===== config.mk =====
export PLATFORM = sky130hd
export DESIGN_NAME = vdc_vram_port
export DESIGN_NICKNAME = d
export VERILOG_FILES = /design/src/rtl/vdc_vram_port.sv
export SDC_FILE = /design/constraint.sdc
export NUM_CORES = 1
export LEC_CHECK = 0
export BUFFER_PORTS_ARGS = -buffer_cell sky130_fd_sc_hd__buf_2
export CORE_MARGIN = 3
export CORE_UTILIZATION = 59
export DETAILED_ROUTE_END_ITERATION = 6
export PLACE_DENSITY = 0.85
export SYNTH_ARGS = -nofsm -noshare
export SYNTH_HDL_FRONTEND = slang
export SYNTH_SLANG_ARGS = --single-unit

===== constraint.sdc =====
create_clock -name clock -period 5.25 [get_ports clock]
set_clock_uncertainty 0.05 [all_clocks]
set_input_delay 0.525 -clock clock [delete_from_list [all_inputs] [get_ports clock]]
set_output_delay 0.525 -clock clock [all_outputs]
set_load 0.02 [all_outputs]

===== src/rtl/vdc_vram_port.sv =====
// VRAM port arbiter: shares one VRAM access slot per cycle between display fetches and a
// host register interface (MAWR/MARR/data/INC), with display priority bounded by a starvation counter.
module vdc_vram_port #(
  parameter int DATA_W = 16
) (
  input  logic              clock,
  input  logic              reset_N,
  input  logic [1:0]        cpu_sel,
  input  logic              cpu_wr,
  input  logic              cpu_rd,
  input  logic [DATA_W-1:0] cpu_wdata,
  output logic [DATA_W-1:0] cpu_rdata,
  output logic              cpu_busy,
  output logic              cpu_drop,
  input  logic              disp_req,
  input  logic [DATA_W-1:0] disp_addr,
  output logic              disp_ack,
  output logic [DATA_W-1:0] disp_data,
  output logic              disp_valid,
  output logic [DATA_W-1:0] MA,
  output logic              re,
  output logic              we,
  output logic [DATA_W-1:0] MD_in,
  input  logic [DATA_W-1:0] MD_out
);

  typedef enum logic [1:0] {IDLE = 2'd0, PEND = 2'd1, FLIGHT = 2'd2} state_t;

  localparam logic [1:0] TAG_NONE = 2'd0;
  localparam logic [1:0] TAG_DISP = 2'd1;
  localparam logic [1:0] TAG_CPU  = 2'd2;

  localparam logic [1:0] SEL_MAWR = 2'd0;
  localparam logic [1:0] SEL_MARR = 2'd1;
  localparam logic [1:0] SEL_DATA = 2'd2;
  localparam logic [1:0] SEL_INC  = 2'd3;

  function automatic logic [DATA_W-1:0] step_decode(input logic [1:0] code);
    case (code)
      2'b00:   step_decode = DATA_W'(1);
      2'b01:   step_decode = DATA_W'(32);
      2'b10:   step_decode = DATA_W'(64);
      default: step_decode = DATA_W'(128);
    endcase
  endfunction

  state_t              state_q, state_d;
  logic [DATA_W-1:0]   mawr, marr, step, wdata_q;
  logic                op_wr_q;
  logic [2:0]          starv;
  logic [1:0]          tag_p0, tag_p1;
  logic                armed_q;

  logic                busy, cpu_pend, rd_strobe, host_q;
  logic                acc_wr, acc_rd, drop_nxt;
  logic                grant_disp, grant_cpu;
  logic [DATA_W-1:0]   cpu_addr;

  always_comb begin
    busy       = (state_q != IDLE);
    cpu_pend   = (state_q == PEND);
    rd_strobe  = cpu_rd && (cpu_sel == SEL_DATA);
    host_q     = cpu_wr && ((cpu_sel == SEL_MARR) || (cpu_sel == SEL_DATA));
    acc_wr     = host_q && !busy;
    acc_rd     = rd_strobe && !cpu_wr && !busy;
    // A data read colliding with any write loses, even if the write is itself discarded.
    drop_nxt   = (host_q && busy) || (rd_strobe && (cpu_wr || busy));
    grant_disp = armed_q && disp_req && !(cpu_pend && (starv == 3'd4));
    grant_cpu  = armed_q && cpu_pend && !grant_disp;
    cpu_addr   = op_wr_q ? mawr : marr;
  end

  // CPU engine state register
  always_ff @(posedge clock or negedge reset_N) begin
    if (!reset_N) state_q <= IDLE;
    else          state_q <= state_d;
  end

  always_comb begin
    state_d = state_q;
    case (state_q)
      IDLE:    if (acc_wr || acc_rd) state_d = PEND;
      PEND:    if (grant_cpu) state_d = (op_wr_q || marr[DATA_W-1]) ? IDLE : FLIGHT;
      FLIGHT:  if (tag_p1 == TAG_CPU) state_d = IDLE;
      default: state_d = IDLE;
    endcase
  end

  always_comb begin
    cpu_busy = (state_q != IDLE);
  end

  // Slot issue (p0), tag delay (p1), read-data capture
  always_ff @(posedge clock or negedge reset_N) begin
    if (!reset_N) begin
      MA         <= '0;
      re         <= 1'b0;
      we         <= 1'b0;
      MD_in      <= '0;
      cpu_rdata  <= '0;
      cpu_drop   <= 1'b0;
      disp_ack   <= 1'b0;
      disp_valid <= 1'b0;
      disp_data  <= '0;
      mawr       <= '0;
      marr       <= '0;
      step       <= DATA_W'(1);
      wdata_q    <= '0;
      op_wr_q    <= 1'b0;
      starv      <= '0;
      tag_p0     <= TAG_NONE;
      tag_p1     <= TAG_NONE;
      armed_q    <= 1'b0;
    end else begin
      armed_q    <= 1'b1;
      re         <= 1'b0;
      we         <= 1'b0;
      disp_ack   <= 1'b0;
      disp_valid <= 1'b0;
      cpu_drop   <= drop_nxt;
      tag_p0     <= TAG_NONE;
      tag_p1     <= tag_p0;

      if (grant_disp) begin
        MA       <= disp_addr;
        re       <= 1'b1;
        disp_ack <= 1'b1;
        tag_p0   <= TAG_DISP;
      end else if (grant_cpu) begin
        MA <= cpu_addr;
        if (op_wr_q) begin
          we    <= !mawr[DATA_W-1];
          MD_in <= wdata_q;
          mawr  <= mawr + step;
        end else if (!marr[DATA_W-1]) begin
          re     <= 1'b1;
          tag_p0 <= TAG_CPU;
        end else begin
          cpu_rdata <= '0;
        end
      end

      if (!cpu_pend || grant_cpu) starv <= '0;
      else if (grant_disp)        starv <= starv + 3'd1;

      if (tag_p1 == TAG_DISP) begin
        disp_valid <= 1'b1;
        disp_data  <= MD_out;
      end else if (tag_p1 == TAG_CPU) begin
        cpu_rdata <= MD_out;
      end

      // Host register writes come last so a MAWR load overrides a same-cycle post-write advance.
      if (cpu_wr) begin
        case (cpu_sel)
          SEL_MAWR: mawr <= cpu_wdata;
          SEL_MARR: if (!busy) marr <= cpu_wdata;
          SEL_DATA: if (!busy) wdata_q <= cpu_wdata;
          SEL_INC:  step <= step_decode(cpu_wdata[1:0]);
          default:  ;
        endcase
      end
      if (acc_wr) op_wr_q <= (cpu_sel == SEL_DATA);
      if (acc_rd) begin
        op_wr_q <= 1'b0;
        marr    <= marr + step;
      end
    end
  end

endmodule

==> results of run 1 <==
[cells in the mapped netlist, drive strengths merged, types with 4 or more instances]
library cell	count	share of area [%]
nor3	5	0.41
o21ai	43	3.5
xor2	4	0.57
xnor2	13	1.9
nand2	116	7.1
a22o	16	2.3
nand3	10	0.81
a211oi	8	0.98
nand4	10	1.2
nand2b	5	0.51
a21oi	33	2.7
a31oi	5	0.51
inv	12	0.73
and3	8	0.90
or3	7	0.71
o22ai	4	0.41
buf	9	0.71
dfrtp	130	53
ha	16	3.3
nor2	32	2.1
mux2i	16	2.6
clkbuf	26	1.6
a2111oi	5	1.1
mux2	33	6.0
[path summary, 6_finish.rpt]
kind	end	cells past startpoint
max	mawr[12]	5
min	MA[14]	1
max reg2reg	mawr[12]	5
min reg2reg	tag_p1[1]	0
max in group asynchronous	marr[8]	2
min in group clock	cpu_rdata[3]	2
[cell type report]
class                   count  area, sq um
inverters                  12         45.0
clock buffers              19          442
well taps                 133          166
fillers                   651         2500
repair buffers            132          683
clock inverters            13          150
multi-input cells         420         2680
flip-flops and latches    131         3280
[flip-flops by register name, indices dropped and copies added, names as in the netlist]
signal / cells
armed_q: 1
tag_p0: 2
disp_valid: 1
wdata_q: 16
mawr: 16
step: 4
we: 1
MD_in: 16
disp_data: 16
starv: 3
op_wr_q: 1
state_q: 2
marr: 16
MA: 16
cpu_rdata: 16
cpu_drop: 1
re: 1
tag_p1: 2
[power breakdown]
group | internal, W | switching, W | total, W
registers | 0.00138 | 0.000312 | 0.00169
logic | 0.000577 | 0.000814 | 0.00139
clock network | 0.000709 | 0.000460 | 0.00117
[routing by layer]
metal | share of wire [%] | global-route usage [%] | vias to the layer above
li1 | - | - | 2335
met1 | 38 | 31.5 | 2476
met2 | 52 | 46.6 | 184
met3 | 5.9 | 5.31 | 46
met4 | 3.9 | 13.5 | 0
met5 | 0 | 0 | -
[metrics by stage]
stage	cells	cell area [sq um]	total power, W	util [%]	hold slack, ns
after global routing	860	7450	0.00450	74.8	0.191
after detailed placement	828	6860	0.00309	68.9	0.294
after floorplan	598	6150	0.00261	-	0.179
after CTS	860	7450	0.00427	74.8	0.171
after global placement	828	6860	0.00300	68.9	0.290
final	860	7450	0.00425	74.8	0.125
[cells by family (layout without fill, tap and decap cells)]
family,count (synthesis),count (layout),synth area share (%)
and+or+nand+nor,202,202,14.8
xor gates and xnor gates,17,17,2.42
adders and majority gates,16,16,3.26
other,1,1,0.0610
AOI/OAI and AO/OA,135,135,14.4
buffers and inverters,47,176,3.05
muxes,49,49,8.65
DFF,131,131,53.4
==> metrics.txt, run 1 <==
Max IR drop VDD 0.259 mV; Critical Setup Path Class flip-flop to flip-flop; list of cells traversed by the critical path nand4_1 > buf_4 > a2111oi_2 > xnor2_1 > a21oi_1; shortest period the worst path allows 2.32 ns; Startpoint Class flip-flop; Worst Tran Pin Value 1.06 ns; clk slew on worst S/H paths 0.06 ns; number of CTS-inserted buffers 17; insertion delay of the later-clocked pin in the worst-skew pair 0.52 ns; register-to-register setup slack 2.93 ns; die extent in x 108 um; CTS hold repair buffers 0; routed via count 5041; most frequent standard cell in the layout excluding fill and tap cells sky130_fd_sc_hd__dfrtp_1; Leak 3.68 nW; cell type group with the largest total delay on the critical path flip-flops; maximum capacitance violations 0; nature of the critical path endpoint flip-flop; count of pins over their slew limit 0; fraction of registers with async set or reset after synthesis 100%; Slew headroom 29.4%; post-CTS repair timing setup buffer count 0; ys flop type sky130_fd_sc_hd__dfrtp_1; leftover overflow at the end of global routing 0; CTS tree done; final antenna-violating net count 0; gate count of the mapped netlist 598; placer's final routability congestion estimate 0.860; #FFs+latches synth 131; maximum number of pins on one net before global-route repair 84; Achievable Freq 432 MHz; setup slack after placement 2.96 ns; net count after synthesis 669; count of distinct cell types in the synthesized netlist 53; total routed wirelength 14800 um; vertical die dimension 108 um; clock root cell sky130_fd_sc_hd__clkbuf_8; number of ports placed on the die boundary 125; Sum Neg Setup Slack 0 ns; cts repair resizes 0; required time of the worst setup path 5.56 ns; floorplan die area 11700 sq um; global-route wire length before repair 24400 um; placement row count 36; Avg Vias per Cell 5.86; half-perimeter wire length of the detailed placement result 10600 um; WP data arrival 2.62 ns; signed area change from the synthesized netlist to the final layout 21.2%; clock sink total 131; outcome finished clean; DR DRC count 0; core region area 9950 sq um; startpoint of the worst register-to-register path op_wr_q; CTS Buffer Depth 2; min setup slack post-route 2.93 ns; GRT Resource Usage Total 26.7%; class of the tightest hold or removal check primary input to asynchronous set/reset pin; endpoints failing setup 0; number of endpoints with negative hold slack in the final report 0; violation count after the first detailed-route iteration 447; maximum cell stage delay along the critical path 0.99 ns; Max Fanout on Critical Path 29; count of buffering cells on the critical path with inverters included 1; antenna violations before repair 0; number of global-route vias before repair 5041; combined area of all synthesized cells 6150 sq um; layout cell share with drive strength beyond 1 28.9%; number of optimization iterations in the first detailed-route pass 5; diode insertion count for antenna repair 0; syn_area_per_cell 10.3 sq um; port bufs 124; number of enable flip-flop cells after synthesis 0; standard cell with the maximum stage delay on the critical path sky130_fd_sc_hd__dfrtp_1; detail-routed net length per standard cell 17.3 um; Final period util 44.1%; Setup crit start op_wr_q; commonest cells after routing, fill and taps aside sky130_fd_sc_hd__dfrtp_1, sky130_fd_sc_hd__buf_2, sky130_fd_sc_hd__nand2_1; setup repair after global routing missed its margin false; number of H-tree levels 4; Layout Nets 785; initial core utilization 61.7%; number of warnings reported in the yosys synthesis log 0; part of the Yosys area used for sequential elements 53.4%; total power divided by cell area 571 nW/um^2
(Power assumes the default switching activity.)
==> run 2, diff against run 1 <==
--- a/config.mk
+++ b/config.mk
@@ -5,11 +5,12 @@
 export SDC_FILE = /design/constraint.sdc
 export NUM_CORES = 1
 export LEC_CHECK = 0
+export ABC_AREA = 1
 export BUFFER_PORTS_ARGS = -buffer_cell sky130_fd_sc_hd__buf_2
 export CORE_MARGIN = 3
-export CORE_UTILIZATION = 59
+export CORE_UTILIZATION = 50
 export DETAILED_ROUTE_END_ITERATION = 6
-export PLACE_DENSITY = 0.85
+export PLACE_DENSITY = 0.76
 export SYNTH_ARGS = -nofsm -noshare
 export SYNTH_HDL_FRONTEND = slang
 export SYNTH_SLANG_ARGS = --single-unit
==> constraint.sdc (replaced) <==
create_clock -name clock -period 1.92 [get_ports clock]
set_clock_uncertainty 0.05 [all_clocks]
set_input_delay 0.192 -clock clock [delete_from_list [all_inputs] [get_ports clock]]
set_output_delay 0.192 -clock clock [all_outputs]
set_load 0.02 [all_outputs]
==> metrics.txt, run 2 <==
outcome finished clean; post-layout total power 0.0128 W; cell-internal power 0.00779 W; port bufs 124; number of optimization iterations in the first detailed-route pass 5; maximum capacitance violations 0; clock power share 27.0%; number of endpoints with negative hold slack in the final report 0; post-synth top area share 50.3%; global-route wire length before repair 29000 um; die extent in x 120 um; cell count of the worst hold path 3; required time of the worst setup path 2.18 ns; gate count of the mapped netlist 789; startpoint of the worst hold path MD_out[11]; antenna violations before repair 0; floorplan die area 14300 sq um; number of ports placed on the die boundary 125; count of buffering cells on the critical path with inverters included 0; count of pins over their slew limit 0; vertical die dimension 120 um; class of the tightest hold or removal check primary input to flip-flop; Gate power share 36.9%; signed area change from the synthesized netlist to the final layout 31.1%; WP data arrival 2.07 ns; detail-routed net length per standard cell 15.6 um; number of H-tree levels 4; register-to-register setup slack 0.11 ns; CTS tree done; setup repair after global routing missed its margin true; number of global-route vias before repair 5834; part of the Yosys area used for sequential elements 50.7%; ys flop type sky130_fd_sc_hd__dfrtp_1; insertion delay of the later-clocked pin in the worst-skew pair 0.43 ns; #FFs+latches synth 131; number of enable flip-flop cells after synthesis 0; Avg Vias per Cell 5.27; list of most frequent post-synthesis cells sky130_fd_sc_hd__nand2_1, sky130_fd_sc_hd__dfrtp_1, sky130_fd_sc_hd__inv_1, sky130_fd_sc_hd__o21ai_0, sky130_fd_sc_hd__nand3_1; cell with the most instances after synthesis sky130_fd_sc_hd__nand2_1; Leak 4.43 nW; maximum cell stage delay along the critical path 0.55 ns; Layout Cells excl Fill 1145; dpl cells 1076; total routed wirelength 17900 um; diode insertion count for antenna repair 0; Final period util 94.5%; Achievable Freq 551 MHz; Max IR drop VDD 0.877 mV; nature of the critical path endpoint flip-flop; fraction of power consumed by sequential logic 36.1%; clk slew on worst S/H paths 0.06 ns; number of warnings reported in the yosys synthesis log 0; maximum number of pins on one net before global-route repair 50; placer's final routability congestion estimate 0.916; switching power of the nets 0.00505 W; shortest period the worst path allows 1.81 ns; startpoint of the worst register-to-register path step[0]; endpoints failing setup 0; Startpoint Class flip-flop; fill cell count 988; placement row count 40; Critical Setup Path Class flip-flop to flip-flop; list of cells traversed by the critical path ha_2 > ha_2 > nand2_2 > nor2_4 > nand2_1 > nand3_4 > nand2_1 > nand2_1 > nand3_1 > nand2_1 > o21ai_0; commonest cells after routing, fill and taps aside sky130_fd_sc_hd__nand2_1, sky130_fd_sc_hd__dfrtp_1, sky130_fd_sc_hd__buf_2; combined area of all synthesized cells 6460 sq um; setup slack after placement 0.0122 ns; total power divided by cell area 1520 nW/um^2; layout cell share with drive strength beyond 1 22.3%; Max Fanout on Critical Path 7; count of distinct cell types in the synthesized netlist 41; half-perimeter wire length of the detailed placement result 12600 um; post-synth top area cell sky130_fd_sc_hd__dfrtp_1; violation count after the first detailed-route iteration 461; core region area 12300 sq um; syn_area_per_cell 8.19 sq um; top cells by area, synth sky130_fd_sc_hd__dfrtp_1, sky130_fd_sc_hd__nand2_1, sky130_fd_sc_hd__o21ai_0; min setup slack post-route 0.106 ns; cell type group with the largest total delay on the critical path simple AND/OR/NAND/NOR gates; routed via count 6035; Register-to-Register Path Depth 11; DR DRC count 0; Layout Nets 1035; initial core utilization 52.5%; fraction of registers with async set or reset after synthesis 100%; number of CTS-inserted buffers 17; clock sink total 131; final antenna-violating net count 0; net count after synthesis 860; leftover overflow at the end of global routing 0; CTS Buffer Depth 2; hold path endpoint disp_data[11]; clock root cell sky130_fd_sc_hd__clkbuf_16; capture instance of the worst register-to-register path marr[12]; dominant cell type by count on the critical path sky130_fd_sc_hd__nand2_1; GRT Resource Usage Total 25.7%; standard cell with the maximum stage delay on the critical path sky130_fd_sc_hd__dfstp_2; most frequent standard cell in the layout excluding fill and tap cells sky130_fd_sc_hd__nand2_1; fraction of power spent switching nets 39.3%
run 2: cell types whose count changed after synthesis, moves of 16 or more:
cell	before	now
sky130_fd_sc_hd__a22o_1	16	0
sky130_fd_sc_hd__inv_1	11	86
sky130_fd_sc_hd__mux2_2	33	2
sky130_fd_sc_hd__mux2i_1	16	0
sky130_fd_sc_hd__nand2_1	116	226
sky130_fd_sc_hd__nand3_1	10	68
sky130_fd_sc_hd__o211ai_1	2	31
sky130_fd_sc_hd__o21ai_0	42	77
run 2: metal layers:
layer	global-route usage [%]	share of wire [%]	vias to the layer above
met5	0	0	-
met4	8.38	1.7	0
met3	6.97	7.8	29
met2	42.1	48	229
met1	33.3	42	2836
li1	-	-	2941
run 2: worst min-delay path, cell delays in order:
cell and delay, ns:
sky130_fd_sc_hd__buf_2 0.10, sky130_fd_sc_hd__inv_1 0.06, sky130_fd_sc_hd__o21ai_0 0.08
run 2: worst max path at each step:
stage               depth (start not counted)  endpoint  startpoint
finish                                     11  marr[12]     step[0]
global route                               11  marr[12]     step[0]
CTS                                        11  mawr[12]     step[0]
detailed placement                          9  marr[10]     step[0]
global placement                            9  marr[10]     step[0]
floorplan                                  11  mawr[10]     step[0]
run 2: final cells by class:
cell class                 count  area (sq um)  share of cell area [%]
clock buffer                  20           457                    5.39
sequential                   131          3280                    38.7
clock inverter                12           179                    2.11
inverter                      92           358                    4.22
tap                          168           210                    2.48
timing repair buffer         187          1240                    14.6
multi-input combinational    535          2750                    32.5
run 2: power by group through the flow:
| stage | combinational [W] | clock (W) | sequential [W] |
|---|---|---|---|
| after CTS | 0.00465 | 0.00350 | 0.00461 |
| after global placement | 0.00446 | 0 | 0.00462 |
| after detailed placement | 0.00455 | 0 | 0.00464 |
| final | 0.00473 | 0.00347 | 0.00464 |
| after floorplan | 0.00241 | 0 | 0.00517 |
| after global routing | 0.00527 | 0.00364 | 0.00477 |
run 2: timing repair:
action	CTS	global route
endpoints found under the setup margin	2	23
hold buffers	35	0
hold endpoints to repair	70	0
resized for setup	1	23
setup buffers	0	2
pin swaps	0	3
run 2: cells by family after synthesis:
kind of cell	share of synthesized area [%]
compound gates	13.5
xor+xnor	0.948
fa+ha+maj	3.10
buf+inv	7.68
flops	50.7
mux	0.348
other cells	0.0580
simple gates	23.6
run 2: stage by stage:
| step | hold WS (ns) | TNS (ns) | area (sq um) | util (%) |
|---|---|---|---|---|
| 5_1_grt | 0.00430 | -0.0557 | 8480 | 68.9 |
| 3_3_place_gp | 0.123 | 0 | 7380 | 60.0 |
| 2_1_floorplan | -0.154 | 0 | 6460 | - |
| 3_5_place_dp | 0.126 | 0 | 7380 | 60.0 |
| 6_report | 0.00552 | 0 | 8480 | 68.9 |
| 4_1_cts | 0.000518 | 0 | 8370 | 68.0 |
